<file path="src/rtl/trace_pkg.sv">
// trace_pkg: shared state encoding, entry width and rd_data field offsets for trace_capture.
package trace_pkg;
   typedef enum logic [1:0] {IDLE = 2'd0, ARMED = 2'd1, POST = 2'd2, DONE = 2'd3} state_t;
   function automatic int entry_w(input int stamp_w, pc_w, op_w, data_w);
      return stamp_w + pc_w + op_w + data_w;
   endfunction
   // Entry layout from LSB: result, opcode, pc, stamp
   localparam int RESULT_LO = 0;
   function automatic int opcode_lo(input int data_w);
      return data_w;
   endfunction
   function automatic int pc_lo(input int data_w, op_w);
      return data_w + op_w;
   endfunction
   function automatic int stamp_lo(input int data_w, op_w, pc_w);
      return data_w + op_w + pc_w;
   endfunction
endpackage

</file>
<file path="src/rtl/trace_ram.sv">
// trace_ram: entry store with one synchronous write port and one asynchronous read port.
module trace_ram #(
   parameter int DEPTH = 16,
   parameter int W = 62
) (
   input  logic                     clk,
   input  logic                     we,
   input  logic [$clog2(DEPTH)-1:0] waddr,
   input  logic [W-1:0]             wdata,
   input  logic [$clog2(DEPTH)-1:0] raddr,
   output logic [W-1:0]             rdata
);
   logic [W-1:0] mem [DEPTH];
   always_ff @(posedge clk) begin
      if (we) mem[waddr] <= wdata;
   end
   assign rdata = mem[raddr];
endmodule

</file>
<file path="src/rtl/trace_capture.sv">
// trace_capture: circular trace buffer that freezes a window around a PC/opcode trigger
// and drains it oldest-first over a valid/ready port.
module trace_capture
   import trace_pkg::*;
#(
   parameter int DATA_W    = 32,
   parameter int PC_W      = 8,
   parameter int OP_W      = 6,
   parameter int DEPTH     = 16,
   parameter int POST_TRIG = 8,
   parameter int STAMP_W   = 16
) (
   input  logic                                              clk,
   input  logic                                              reset,
   input  logic                                              cap_valid,
   input  logic [DATA_W-1:0]                                 cap_result,
   input  logic [PC_W-1:0]                                   cap_pc,
   input  logic [OP_W-1:0]                                   cap_opcode,
   input  logic                                              arm,
   input  logic [PC_W-1:0]                                   trig_pc,
   input  logic                                              trig_pc_en,
   input  logic [OP_W-1:0]                                   trig_op,
   input  logic                                              trig_op_en,
   output logic [1:0]                                        state,
   output logic [$clog2(DEPTH):0]                            count,
   output logic                                              rd_valid,
   input  logic                                              rd_ready,
   output logic [entry_w(STAMP_W, PC_W, OP_W, DATA_W)-1:0]   rd_data
);
   localparam int AW = $clog2(DEPTH);
   localparam int CW = AW + 1;
   localparam int EW = entry_w(STAMP_W, PC_W, OP_W, DATA_W);
   localparam logic [CW-1:0] FULL = CW'(DEPTH);
   localparam logic [AW-1:0] PL_INIT = AW'(POST_TRIG);

   state_t              state_q, state_d;
   logic [AW-1:0]       wr_ptr, rd_ptr, post_left;
   logic [CW-1:0]       count_q;
   logic [STAMP_W-1:0]  stamp;
   logic [EW-1:0]       rd_entry;
   logic                match, wr_en, clear, pop;

   assign match = cap_valid && (!trig_pc_en || cap_pc == trig_pc) && (!trig_op_en || cap_opcode == trig_op);
   assign wr_en = cap_valid && (state_q == ARMED || state_q == POST);
   assign clear = arm && (state_q == IDLE || state_q == DONE);
   assign rd_valid = state_q == DONE && count_q != '0;
   assign pop = rd_valid && rd_ready && !arm;
   // Popping decrements count, so wr_ptr - count walks forward through the window
   assign rd_ptr = wr_ptr - count_q[AW-1:0];
   assign rd_data = rd_valid ? rd_entry : '0;
   assign state = state_q;
   assign count = count_q;

   always_ff @(posedge clk) begin
      if (reset) state_q <= IDLE;
      else state_q <= state_d;
   end

   always_comb begin
      state_d = state_q;
      unique case (state_q)
         IDLE:  if (arm) state_d = ARMED;
         ARMED: if (match) state_d = POST_TRIG == 0 ? DONE : POST;
         POST:  if (cap_valid && post_left == AW'(1)) state_d = DONE;
         DONE:  if (arm) state_d = ARMED;
      endcase
   end

   always_ff @(posedge clk) begin
      if (reset) begin
         wr_ptr    <= '0;
         count_q   <= '0;
         post_left <= '0;
         stamp     <= '0;
      end else begin
         stamp <= stamp + STAMP_W'(1);
         if (clear) begin
            wr_ptr  <= '0;
            count_q <= '0;
         end else if (wr_en) begin
            wr_ptr  <= wr_ptr + AW'(1);
            count_q <= count_q == FULL ? count_q : count_q + CW'(1);
         end else if (pop) begin
            count_q <= count_q - CW'(1);
         end
         if (state_q == ARMED && match) post_left <= PL_INIT;
         else if (state_q == POST && cap_valid) post_left <= post_left - AW'(1);
      end
   end

   trace_ram #(.DEPTH(DEPTH), .W(EW)) u_ram (
      .clk   (clk),
      .we    (wr_en),
      .waddr (wr_ptr),
      .wdata ({stamp, cap_pc, cap_opcode, cap_result}),
      .raddr (rd_ptr),
      .rdata (rd_entry)
   );
endmodule

</file>
<file path="config.mk">
export PLATFORM = sky130hd
export DESIGN_NAME = trace_capture
export DESIGN_NICKNAME = d
export VERILOG_FILES = /design/src/rtl/trace_pkg.sv /design/src/rtl/trace_ram.sv /design/src/rtl/trace_capture.sv
export SDC_FILE = /design/constraint.sdc
export NUM_CORES = 1
export LEC_CHECK = 0
export BUFFER_PORTS_ARGS = -buffer_cell sky130_fd_sc_hd__buf_2
export CORE_MARGIN = 10
export CORE_UTILIZATION = 40
export DETAILED_ROUTE_END_ITERATION = 8
export PLACE_DENSITY = 0.58
export SYNTH_ARGS = -nofsm -noshare
export SYNTH_HDL_FRONTEND = slang
export SYNTH_SLANG_ARGS = --single-unit
</file>
<file path="constraint.sdc">
create_clock -name clk -period 14.7 [get_ports clk]
set_input_delay 4.41 -clock clk [delete_from_list [all_inputs] [get_ports clk]]
set_output_delay 4.41 -clock clk [all_outputs]
set_load 0.005 [all_outputs]
</file>
=== Word level (Yosys, flattened, before mapping) ===
Memory sizes are Yosys's and may differ from the RTL's.
Index checks and enable logic that the tools add are counted.

* Register bits: 31
* RAM bits: 992
* Input port bits: 67
* Output and inout bits: 70
* Word-level logic and storage cells: 62
* Memories kept: 1

{| class="wikitable"
|+ Memory list
! name !! words !! width !! read ports !! clocked after memory_dff !! wr ports !! line !! source
|-
| u_ram.mem || 16 || 62 || 1 || 0 || 1 || trace_ram.sv:13 || <nowiki>logic [W-1:0] mem [DEPTH];</nowiki>
|}

* Add/subtract/negate cells: 6
* Equal/unequal tests: 11
* Multiplexer cells: 12
* Reduce and logical (&&, ||, !) cells: 26

{| class="wikitable"
|+ Operators with widths
! kind !! count
|-
| 2-to-1 mux 62 bit || 1
|-
| adder 16 x 1 -> 16 bit, second input constant || 1
|-
| 2-to-1 mux 5 bit || 3
|-
| logical AND 1 bit || 10
|-
| equality test 8 bit || 1
|-
| 2-to-1 mux 4 bit || 2
|-
| equality test 6 bit || 1
|-
| 2-to-1 mux 2 bit || 3
|-
| != test 2 bit, second input constant || 3
|-
| one-hot mux 2 bit (3 select lines) || 1
|-
| OR reduction 2 bit || 3
|-
| adder 5 x 1 -> 5 bit, second input constant || 1
|-
| equality test 5 bit, second input constant || 1
|-
| nonzero test 5 bit || 1
|-
| subtractor 5 x 1 -> 5 bit, second input constant || 1
|-
| adder 4 x 1 -> 4 bit, second input constant || 1
|-
| equality test 2 bit, second input constant || 2
|-
| equality test 4 x 1 -> 1 bit, second input constant || 1
|-
| logical OR 1 bit || 4
|-
| nonzero test 2 bit || 2
|-
| subtractor 4 x 1 -> 4 bit, second input constant || 1
|-
| subtractor 4 bit || 1
|-
| zero test 1 bit || 3
|-
| AND reduction 3 bit || 1
|-
| other kinds (5) || 6
|}

=== Longest topological paths before layout ===
* Word-level depth: 6
* Depth in mapped cells: 11
* Mapped depth without buffers: 10

=== By module ===
A second synthesis with hierarchy kept.

* Cell total of the unflattened synthesis: 1814
* Area, all modules: 39332.7 µm²

{| class="wikitable"
|+ Modules (own cells, without submodules)
! module !! times used !! cells each !! area an instance (µm²) !! seq. area each (µm²)
|-
| trace_ram || 1 || 1536 || 37091.8 || 29788.6
|-
| trace_capture || 1 || 278 || 2240.9 || 620.6
|}

=== Worst setup path before layout ===
No wires, ideal clock.

* Path kind: in2reg
* Start point: input cap_valid
* End point: memory u_ram.mem[3][0] (enable)
* Setup time: 0.558 ns
* Arrival time: 9.261 ns
* Data required time: 14.142 ns
* Path slack: 4.881 ns
* Cell stages on the path: 5
* Buffers on the path: 2
* Path through: clkbuf_2 -> and2b_1 -> buf_2 -> nand2_1 -> nor3_1

* Longest elaborated chain between the ends: 3

{| class="wikitable"
|+ RTL lines
! item !! line !! source
|-
| start: declaration || trace_capture.sv:15 || <nowiki>input logic cap_valid,</nowiki>
|-
| logical AND 1 bit || trace_capture.sv:44 || <nowiki>assign wr_en = cap_valid && (state_q == ARMED || state_q == POST);</nowiki>
|-
| 2-to-1 mux 1 bit || trace_ram.sv:15 || <nowiki>if (we) mem[waddr] <= wdata;</nowiki>
|-
| 2-to-1 mux 1 bit (implied by the code) || trace_ram.sv:15 ||
|-
| end: declaration || trace_ram.sv:13 ||
|}

No other way between the ends.

=== Final worst setup path ===
* Start point: register wr_ptr[0]
* End point: output rd_data[16]

* Longest elaborated chain between the ends: 3

{| class="wikitable"
|+ RTL lines
! item !! line !! source
|-
| start: declaration || trace_capture.sv:37 || <nowiki>logic [AW-1:0] wr_ptr, rd_ptr, post_left;</nowiki>
|-
| start signal: assignment || trace_capture.sv:81 || <nowiki>wr_ptr <= wr_ptr + AW'(1);</nowiki>
|-
| subtractor 4 bit || trace_capture.sv:49 || <nowiki>assign rd_ptr = wr_ptr - count_q[AW-1:0];</nowiki>
|-
| memory (16 x 62 bit) || - ||
|-
| 2-to-1 mux 62 bit || trace_capture.sv:50 || <nowiki>assign rd_data = rd_valid ? rd_entry : '0;</nowiki>
|-
| end: declaration || trace_capture.sv:28 || <nowiki>output logic [entry_w(STAMP_W, PC_W, OP_W, DATA_W)-1:0] rd_data</nowiki>
|}

No other way between the ends.

==> impl_metrics.yaml <==
power_and_ir_drop:
  vdd_drop_max_v: 0.000176
  p_leak_nw: 14.2
  powerDensity_mw_per_mm2: 169
die:
  core_area_sq_mm: 0.0987
  die_h_microns: 336
  start_util_pct: 40.5
  num_rows: 115
  design.die.area_sq_mm: 0.113
  dieWidth_microns: 336
  ios: 137
routing:
  drt-vias-per-instance: 5.60
  drc: 0
  vias: 18900
  drtAntennaViolNets: 0
  first_iter_violations: 1497
  dr.pass1.iters: 6
  wire_per_inst_microns: 27.6
  routed_wl_microns: 93100
yosys:
  synthArstFlopShare_pct: 0
  synth_top_area_share_pct: 74.5
  yosysTopAreaCell: "edfxtp_1"
  synth_ff_type: "edfxtp_1"
  ys_seq_area_share_pct: 76.1
  yosysUniqueCellTypes: 47
  syn_inst: 1828
  synth_area_sq_mm: 0.0400
  synth_edf_count: 992
  yosysMostFrequentCell: "edfxtp_1"
  synth_common_cells: "edfxtp_1, mux4_2, nor2b_1"
  avgSynthCellArea_sq_um: 21.9
  ys_seq_elements: 1023
  synth.area.top_cells: "edfxtp_1, mux4_2, mux2i_1, dfxtp_1, a211oi_1"
  yosysWarnings: 0
  syn_nets: 1914
critical_path:
  r2r_slack_ps: 10860
  reg2reg_depth: 6
  endpoint_kind: "primary output"
  crit_required_ps: 10290
  crit_fanout: 43
  r2r_start: "state[0]$_SDFFE_PP0P_"
  r2r-end: "u_ram.mem[7][24]$_DFFE_PP_"
  worst-setup-path-type: "reg -> out"
  critical_path_arrival_ps: 4930
  startpoint_type: "flip-flop"
sta:
  fin_crit_sh_pct: 63.6
  setup_viol: 0
  clock.fmax_ghz: 0.107
  final-hold-violation-count: 0
  drv_slew: 0
  fin_tns_setup_ps: 0
  min_period_ps: 9340
  worstMarginPinSlew_ps: 1110
  finClkSkew_ps: 30.6
  rsz0062_at_grt: "false"
  layout_setup_ws_ps: 5360
  slew_headroom_pct: 26.0
flow_run:
  maxCapViolations: 0
clock_tree:
  cts_setup_buffers: 0
  cts_buffer_depth: 3
  clk_latency_ps: 670
  cts_max_level: 3
  cts.sinks: 1023
  ctsHoldBuffers: 0
  clkTransAtPathRegs_ps: 60
  cts_tree: "built"
  cts-root-buf: "clkbuf_16"
  cts-resized-gates: 0
  cts_buffers: 103
grt:
  antenna_found_initial: 8
  grt_pass1_wl_microns: 136000
  overflow: 0
  grt_usage_pct: 16.3
  grt_max_degree: 133
  grt_pass1_vias: 20100
place:
  dp_hpwl_microns: 47400
  place_ws_ps: 5880
  numPortBuffers: 136
  gp_congestion: 0.712
worst_hold_path:
  whs_path_depth: 2
  min_delay_worst_endpoint: "wr_ptr[0]$_SDFFE_PP0P_"
  hold_class: "reg -> reg"
  min_from: "wr_ptr[0]$_SDFFE_PP0P_"
finish:
  area_growth_pct: 13.9
  nFillCells: 8205
  drive_gt1_share_pct: 29.0
  nets: 2085
  regArea_sq_mm: 0.0304
  multi_input_area_sq_mm: 0.00913
outcome:
  outcome: "complete, no violations"
==> cell type report <==
cell class              count  area share (%)
repair buffers            176            2.21
flip-flops and latches   1023            66.8
clock buffers             136            6.26
well taps                1287            3.54
multi-input cells         680            20.1
diodes                      1         0.00550
clock inverters            52           0.973
inverters                  15           0.124
==> sequential cells by signal (all words and copies together) (netlist names) <==
name	cells
count	5
post_left	4
stamp	16
state	2
u_ram.mem	992
wr_ptr	4
==> layer usage <==
| layer | wire length, microns | global-route usage, % | up-vias |
|---|---|---|---|
| li1 | - | - | 8064 |
| met2 | 49000 | 29.0 | 500 |
| met1 | 38100 | 20.6 | 10200 |
| met3 | 4560 | 3.03 | 116 |
| met4 | 1430 | 3.54 | 6 |
| met5 | 23 | 0 | - |
==> critical path: stages, from the launching register on <==
cell and delay [ps]:
dfxtp_1 410, inv_1 140, ha_4 880, buf_4 580
buf_4 680, mux4_2 580, nor2b_1 140, a2111oi_0 530
a211oi_1 110, buf_2 180
==> report_power, final <==
group / internal, mW / switching, mW / total [mW]
logic: 0.849 / 1.03 / 1.88
clock network: 1.44 / 1.09 / 2.52
registers: 3.27 / 0.0280 / 3.30
==> layout by cell type, fill, tap and decap left out, types with 7 or more instances in the layout <==
master | netlist | routed
clkinv_1 | 0 | 25
dfxtp_1 | 31 | 31
a21oi_1 | 8 | 7
xnor2_1 | 30 | 30
a2111oi_0 | 47 | 47
clkbuf_16 | 0 | 107
inv_1 | 15 | 15
mux2i_1 | 64 | 64
nor2_4 | 0 | 12
mux4_2 | 248 | 248
edfxtp_1 | 992 | 992
buf_2 | 42 | 136
nor2b_1 | 65 | 65
nand4_1 | 8 | 8
nand2_1 | 15 | 14
ha_1 | 17 | 16
clkbuf_1 | 41 | 23
nor2_1 | 41 | 29
a211oi_1 | 63 | 63
buf_4 | 12 | 38
clkinv_2 | 0 | 15
a2111oi_2 | 15 | 15
xor2_1 | 10 | 9
==> how the worst max path moves through the flow <==
| stage | endpoint | depth (start not counted) | slack (ps) | start |
|---|---|---|---|---|
| 2_1_floorplan | u_ram.mem[3][0]$_DFFE_PP_ | 5 | 4880 | cap_valid |
| 3_3_place_gp | rd_data[19] | 9 | 5940 | wr_ptr[0]$_SDFFE_PP0P_ |
| 3_5_place_dp | rd_data[16] | 9 | 5880 | wr_ptr[0]$_SDFFE_PP0P_ |
| 4_1_cts | rd_data[16] | 9 | 5190 | wr_ptr[0]$_SDFFE_PP0P_ |
| 5_1_grt | rd_data[16] | 9 | 4820 | wr_ptr[0]$_SDFFE_PP0P_ |
| 6_report | rd_data[16] | 9 | 5360 | wr_ptr[0]$_SDFFE_PP0P_ |
==> stage by stage <==
step                      area (sq um)  hold WS [ps]  total power [mW]  utilization, %  std cells
after floorplan                  40000           478              4.80               -       1828
after global placement           42200           494              5.26            42.8       3181
after detailed placement         42200           524              5.27            42.8       3181
after CTS                        45500           531              7.80            46.1       3369
after global routing             45500           550              8.04            46.1       3370
final                            45500           528              7.70            46.1       3370
==> cell families after synthesis <==
| kind of cell | after synthesis | share of synthesized area (%) |
|---|---|---|
| mux | 313 | 15.6 |
| fa+ha+maj | 19 | 0.632 |
| xor+xnor | 40 | 0.877 |
| buf+inv | 125 | 1.51 |
| simple gates | 160 | 2.14 |
| flops | 1023 | 76.1 |
| compound gates | 148 | 3.15 |
No activity file was read; power rests on OpenSTA's default activity.
